File: config.mk
export PLATFORM = sky130hd
export DESIGN_NAME = reg_access_unit_flat
export DESIGN_NICKNAME = d
export VERILOG_FILES = /design/src/rtl/reg_access_unit_if.sv /design/src/rtl/reg_access_unit.sv /design/src/flat_wrapper.sv
export SDC_FILE = /design/constraint.sdc
export NUM_CORES = 1
export LEC_CHECK = 0
export CAP_MARGIN = 25
export CORE_MARGIN = 2
export CORE_UTILIZATION = 35
export CTS_BUF_LIST = sky130_fd_sc_hd__clkbuf_2
export CTS_CLUSTER_DIAMETER = 50
export DETAILED_ROUTE_END_ITERATION = 10
export GPL_TIMING_DRIVEN = 1
export PLACE_DENSITY = 0.9
export SLEW_MARGIN = 0
export SYNTH_ARGS = -nofsm -noshare
export SYNTH_HDL_FRONTEND = slang
export SYNTH_SLANG_ARGS = --single-unit
File: constraint.sdc
create_clock -name clk -period 2 [get_ports clk]
set_clock_uncertainty 0.1 [all_clocks]
set_input_delay 0.4 -clock clk [delete_from_list [all_inputs] [get_ports clk]]
set_output_delay 0.4 -clock clk [all_outputs]
set_load 0.01 [all_outputs]
File: src/rtl/reg_access_unit_if.sv
// Bus between the datapath/control side, the register file and the
// register access unit. The unit itself connects through the slave
// modport. The master modport is the datapath/control view.
interface reg_access_unit_if #(
   parameter int DATA_W = 32,
   parameter int ADDR_W = 5
);
   // Handshakes: start is a one-cycle request that is accepted only while
   // the unit is idle; busy=0 acts as its ready. wb_valid is accepted only
   // while operands_valid=1 (the HOLD phase), which acts as its ready.
   // Requests made while the matching ready is low are dropped, not queued.
   logic              start;
   logic [31:0]       instr;
   logic              wb_sel_rd;
   logic              wb_valid;
   logic              wb_en;
   logic [DATA_W-1:0] wb_data;
   logic [DATA_W-1:0] rf_rd1;
   logic [DATA_W-1:0] rf_rd2;
   logic [ADDR_W-1:0] rf_a1;
   logic [ADDR_W-1:0] rf_a2;
   logic [ADDR_W-1:0] rf_wa3;
   logic [DATA_W-1:0] rf_wd3;
   logic              rf_we3;
   logic [DATA_W-1:0] a_reg;
   logic [DATA_W-1:0] b_reg;
   logic              operands_valid;
   logic              busy;
   logic              wb_done;

   modport master (
      output start, instr, wb_sel_rd, wb_valid, wb_en, wb_data, rf_rd1, rf_rd2,
      input  rf_a1, rf_a2, rf_wa3, rf_wd3, rf_we3, a_reg, b_reg,
             operands_valid, busy, wb_done
   );

   modport slave (
      input  start, instr, wb_sel_rd, wb_valid, wb_en, wb_data, rf_rd1, rf_rd2,
      output rf_a1, rf_a2, rf_wa3, rf_wd3, rf_we3, a_reg, b_reg,
             operands_valid, busy, wb_done
   );
endinterface

File: src/rtl/reg_access_unit.sv
// Register access unit: captures an instruction's register fields, fetches
// both operands from the register file into A/B holding registers, and
// later performs the single write-back. Only this block drives rf_we3.
module reg_access_unit #(
   parameter int DATA_W        = 32,
   parameter int ADDR_W        = 5,
   parameter bit ZERO_WRITABLE = 1'b0
) (
   input  logic             clk,
   input  logic             reset,
   reg_access_unit_if.slave bus,
   output logic [2:0]       dbg_state
);

   typedef enum logic [2:0] {
      S_IDLE  = 3'd0,
      S_READ  = 3'd1,
      S_HOLD  = 3'd2,
      S_WRITE = 3'd3,
      S_DONE  = 3'd4
   } state_t;

   state_t            state;
   logic [ADDR_W-1:0] rs_q;
   logic [ADDR_W-1:0] rt_q;
   logic [ADDR_W-1:0] dest_q;
   logic [DATA_W-1:0] wd_q;
   logic [DATA_W-1:0] a_q;
   logic [DATA_W-1:0] b_q;
   logic              we_q;
   logic              ov_q;
   logic              busy_q;
   logic              done_q;

   // Opcode, shamt and funct bits are not used by this unit.
   logic unused_instr_bits;
   assign unused_instr_bits = ^{bus.instr[31:26], bus.instr[10:0]};

   // A write to register 0 is dropped unless the parameter allows it.
   logic dest_writable;
   assign dest_writable = (dest_q != '0) || ZERO_WRITABLE;

   // Control FSM; every output is registered and set for the state being entered.
   always_ff @(posedge clk) begin
      if (reset) begin
         state  <= S_IDLE;
         rs_q   <= '0;
         rt_q   <= '0;
         dest_q <= '0;
         wd_q   <= '0;
         a_q    <= '0;
         b_q    <= '0;
         we_q   <= 1'b0;
         ov_q   <= 1'b0;
         busy_q <= 1'b0;
         done_q <= 1'b0;
      end else begin
         case (state)
            S_IDLE: begin
               if (bus.start) begin
                  rs_q   <= bus.instr[25:21];
                  rt_q   <= bus.instr[20:16];
                  dest_q <= bus.wb_sel_rd ? bus.instr[15:11] : bus.instr[20:16];
                  busy_q <= 1'b1;
                  state  <= S_READ;
               end
            end
            S_READ: begin
               // Read addresses have been stable for the whole cycle here.
               a_q   <= bus.rf_rd1;
               b_q   <= bus.rf_rd2;
               ov_q  <= 1'b1;
               state <= S_HOLD;
            end
            S_HOLD: begin
               if (bus.wb_valid) begin
                  ov_q <= 1'b0;
                  if (bus.wb_en && dest_writable) begin
                     wd_q  <= bus.wb_data;
                     we_q  <= 1'b1;
                     state <= S_WRITE;
                  end else begin
                     done_q <= 1'b1;
                     state  <= S_DONE;
                  end
               end
            end
            S_WRITE: begin
               we_q   <= 1'b0;
               done_q <= 1'b1;
               state  <= S_DONE;
            end
            S_DONE: begin
               done_q <= 1'b0;
               busy_q <= 1'b0;
               state  <= S_IDLE;
            end
            default: begin
               we_q   <= 1'b0;
               ov_q   <= 1'b0;
               done_q <= 1'b0;
               busy_q <= 1'b0;
               state  <= S_IDLE;
            end
         endcase
      end
   end

   assign bus.rf_a1          = rs_q;
   assign bus.rf_a2          = rt_q;
   assign bus.rf_wa3         = dest_q;
   assign bus.rf_wd3         = wd_q;
   assign bus.rf_we3         = we_q;
   assign bus.a_reg          = a_q;
   assign bus.b_reg          = b_q;
   assign bus.operands_valid = ov_q;
   assign bus.busy           = busy_q;
   assign bus.wb_done        = done_q;
   assign dbg_state          = state;

endmodule
File: src/flat_wrapper.sv
// flat-port wrapper written by rule: the top's interface ports become plain ports
module reg_access_unit_flat 
#(
   parameter int DATA_W        = 32,
   parameter int ADDR_W        = 5,
   parameter bit ZERO_WRITABLE = 1'b0
)
  (clk, reset, dbg_state, bus_start, bus_instr, bus_wb_sel_rd, bus_wb_valid, bus_wb_en, bus_wb_data, bus_rf_rd1, bus_rf_rd2, bus_rf_a1, bus_rf_a2, bus_rf_wa3, bus_rf_wd3, bus_rf_we3, bus_a_reg, bus_b_reg, bus_operands_valid, bus_busy, bus_wb_done);
  reg_access_unit_if #(.DATA_W(DATA_W), .ADDR_W(ADDR_W)) bus_i ();
  input  logic clk;
  input  logic reset;
  output logic [2:0] dbg_state;
  input wire logic [$bits(bus_i.start)-1:0] bus_start;
  input wire logic [$bits(bus_i.instr)-1:0] bus_instr;
  input wire logic [$bits(bus_i.wb_sel_rd)-1:0] bus_wb_sel_rd;
  input wire logic [$bits(bus_i.wb_valid)-1:0] bus_wb_valid;
  input wire logic [$bits(bus_i.wb_en)-1:0] bus_wb_en;
  input wire logic [$bits(bus_i.wb_data)-1:0] bus_wb_data;
  input wire logic [$bits(bus_i.rf_rd1)-1:0] bus_rf_rd1;
  input wire logic [$bits(bus_i.rf_rd2)-1:0] bus_rf_rd2;
  output wire logic [$bits(bus_i.rf_a1)-1:0] bus_rf_a1;
  output wire logic [$bits(bus_i.rf_a2)-1:0] bus_rf_a2;
  output wire logic [$bits(bus_i.rf_wa3)-1:0] bus_rf_wa3;
  output wire logic [$bits(bus_i.rf_wd3)-1:0] bus_rf_wd3;
  output wire logic [$bits(bus_i.rf_we3)-1:0] bus_rf_we3;
  output wire logic [$bits(bus_i.a_reg)-1:0] bus_a_reg;
  output wire logic [$bits(bus_i.b_reg)-1:0] bus_b_reg;
  output wire logic [$bits(bus_i.operands_valid)-1:0] bus_operands_valid;
  output wire logic [$bits(bus_i.busy)-1:0] bus_busy;
  output wire logic [$bits(bus_i.wb_done)-1:0] bus_wb_done;
  assign bus_i.start = bus_start;
  assign bus_i.instr = bus_instr;
  assign bus_i.wb_sel_rd = bus_wb_sel_rd;
  assign bus_i.wb_valid = bus_wb_valid;
  assign bus_i.wb_en = bus_wb_en;
  assign bus_i.wb_data = bus_wb_data;
  assign bus_i.rf_rd1 = bus_rf_rd1;
  assign bus_i.rf_rd2 = bus_rf_rd2;
  assign bus_rf_a1 = bus_i.rf_a1;
  assign bus_rf_a2 = bus_i.rf_a2;
  assign bus_rf_wa3 = bus_i.rf_wa3;
  assign bus_rf_wd3 = bus_i.rf_wd3;
  assign bus_rf_we3 = bus_i.rf_we3;
  assign bus_a_reg = bus_i.a_reg;
  assign bus_b_reg = bus_i.b_reg;
  assign bus_operands_valid = bus_i.operands_valid;
  assign bus_busy = bus_i.busy;
  assign bus_wb_done = bus_i.wb_done;
  reg_access_unit #(.DATA_W(DATA_W), .ADDR_W(ADDR_W), .ZERO_WRITABLE(ZERO_WRITABLE)) u_core (.clk(clk), .reset(reset), .bus(bus_i), .dbg_state(dbg_state));
endmodule
==> results.toml <==
[yosys]
syn_avg_cell_area_um2 = 8.62
ys_seq_area_share_pct = 55.8
ys_types = 27
synth_warnings = 0
synth_top_cells_by_area = "dfxtp_1, nand2_1, a21oi_1"
ys_ff_latch = 118
ys_top_cells_by_count = "nand2_1, dfxtp_1, a21oi_1"
yosysMostFrequentCell = "nand2_1"
syn_inst = 491
synth_top_flop_cell = "dfxtp_1"
synth_area_mm2 = 0.00423
syn_nets = 625
yosysTopAreaCell = "dfxtp_1"
synth_edf_count = 0
async_flop_share_pct = 0
synth_top_area_share_pct = 55.8

[global_routing]
grt_usage_pct = 19.7
overflow = 0
grt_pass1_vias = 4103
grt_first_pass_wirelength_um = 19800
antenna_found_initial = 0
grt_max_degree = 46

[timing]
min_period_ns = 1.82
setup_tns_ns = 0
worst_pin_slew_ns = 0.443
rsz0062_at_grt = "false"
period_share_pct = 90.9
maxSlewViolCount = 0
finalHoldWorstSlack_ns = 0.172
slew_headroom_pct = 70.5
hold_violations = 0
fmax_mhz = 550
setup_viol_count_final = 0

[clock_network]
cts_sinks = 118
numCtsBuffers = 17
clk_pin_slew_ns = 0.16
clk_latency_ns = 0.65
tritoncts = "yes"
cts_setup_buffers = 0
cts_buffer_depth = 2
root_buffer = "clkbuf_2"
ctsHtreeMaxLevel = 4

[floorplan]
start_util_pct = 35.5
coreArea_mm2 = 0.0119
num_io_pins = 252
die_w_um = 114
die_area_mm2 = 0.0130
fp.dieH_um = 114
rows = 40

[cells_and_area]
seq_area_mm2 = 0.00237
fin_area_mm2 = 0.00679
antenna_cells = 0
multiInputGateArea_mm2 = 0.00170
fillers = 1140
area_growth_pct = 60.4
finalNetCount = 859
drive_above_1_share_pct = 8.29

[setup_path]
crit_chain = "dlygate4sd2_1"
cp-end-kind = "output port"
cpMaxStageDelayCell = "dfxtp_1"
slowest_delay_ns = 0.38
cp.required_ns = 1.50
path_class = "register to output port"
cp.arrival_ns = 1.32
path_max_fanout = 3
critPathBufInv = 1
critPathTopFamily = "flip-flops"
startpoint_type = "register"

[place]
placed_cell_area_mm2 = 0.00678
place_hpwl_um = 9140
port_buffers = 234
place.gp.congestion = 0.759

[detailed_routing]
drt_iter0_drc = 191
drc = 0
first_pass_iters = 4
via_per_inst = 4.70
wl_um = 12600
drtAntennaViolNets = 0
vias = 4146
post_drt_wl_per_cell_um = 14.2

[pwr]
p_leak_nw = 3.00
power.total_mw = 4.42
ir_drop_mv = 0.381
power_density_mw_per_mm2 = 650

[hold_path]
hold_path.class = "input port to register"

[status]
status = "complete, no violations"

[run]
drv_cap = 0
==> cell usage in the layout, fill, tap and decap left out, types with 6 or more instances in the layout <==
master,instances
dlygate4sd2_1,110
nor2_1,45
mux2i_1,37
dfxtp_1,109
a21oi_1,81
dfxtp_2,9
nand2_1,149
buf_4,11
clkbuf_2,21
clkdlybuf4s50_1,115
a211oi_1,6
==> power breakdown <==
group,leakage (nW),switching (mW),internal (mW)
Sequential,0.964,0.0499,2.46
Clock,0.111,0.821,0.300
Combinational,1.92,0.362,0.427
Total,3.00,1.23,3.19
==> logic make-up (layout without fill, tap and decap cells) <==
group / Yosys count / in the layout / synth area share [%]
multiplexers: 37 / 37 / 8.75
flip-flops: 118 / 118 / 55.8
AO/OA/AOI/OAI: 93 / 93 / 12.0
AND/OR/NAND/NOR: 206 / 206 / 19.2
buffers and inverters: 37 / 282 / 4.20
==> final timing paths <==
check,start,to,slack [ns],depth (start not counted)
max reg2reg,u_core.dbg_state[2]$_SDFFE_PP0P_,u_core.bus.rf_wd3[24]$_SDFFE_PP0P_,0.21,5
min reg2reg,u_core.bus.a_reg[12]$_SDFFE_PP0P_,u_core.bus.a_reg[12]$_SDFFE_PP0P_,0.36,2
max,u_core.bus.operands_valid$_SDFFE_PP0P_,bus_operands_valid,0.18,1
min,bus_instr[21],u_core.bus.rf_a1[0]$_SDFFE_PP0P_,0.17,3
==> cell type report <==
class	count	area share (%)
Sequential cell	118	34.9
Multi-Input combinational cell	336	25.1
Inverter	1	0.0553
Clock buffer	21	1.55
Clock inverter	9	0.571
Timing Repair Buffer	251	35.1
Tap cell	147	2.71
==> per-stage QoR <==
step / worst slack (ns) / std cells / utilization, %
floorplan: 0.0168 / 491 / -
global placement: -0.0697 / 852 / 56.9
detailed placement: -0.108 / 852 / 56.9
CTS: 0.00138 / 883 / 57.1
global route: 0.00699 / 883 / 57.0
finish: 0.181 / 883 / 57.0
==> what timing repair did <==
action,4_1_cts,5_1_grt
endpoints found under the setup margin,118,7
resized for setup,134,8
endpoints found under the hold margin,19,0
hold buffers,1,0
==> metal layers <==
| layer | up-vias | global-route usage, % | share of wire (%) |
|---|---|---|---|
| li1 | 2069 | - | - |
| met1 | 1913 | 20.8 | 40 |
| met2 | 148 | 34.3 | 50 |
| met3 | 16 | 8.77 | 8.1 |
| met4 | 0 | 7.89 | 1.6 |
| met5 | - | 0 | 0 |
(Power assumes the default switching activity.)
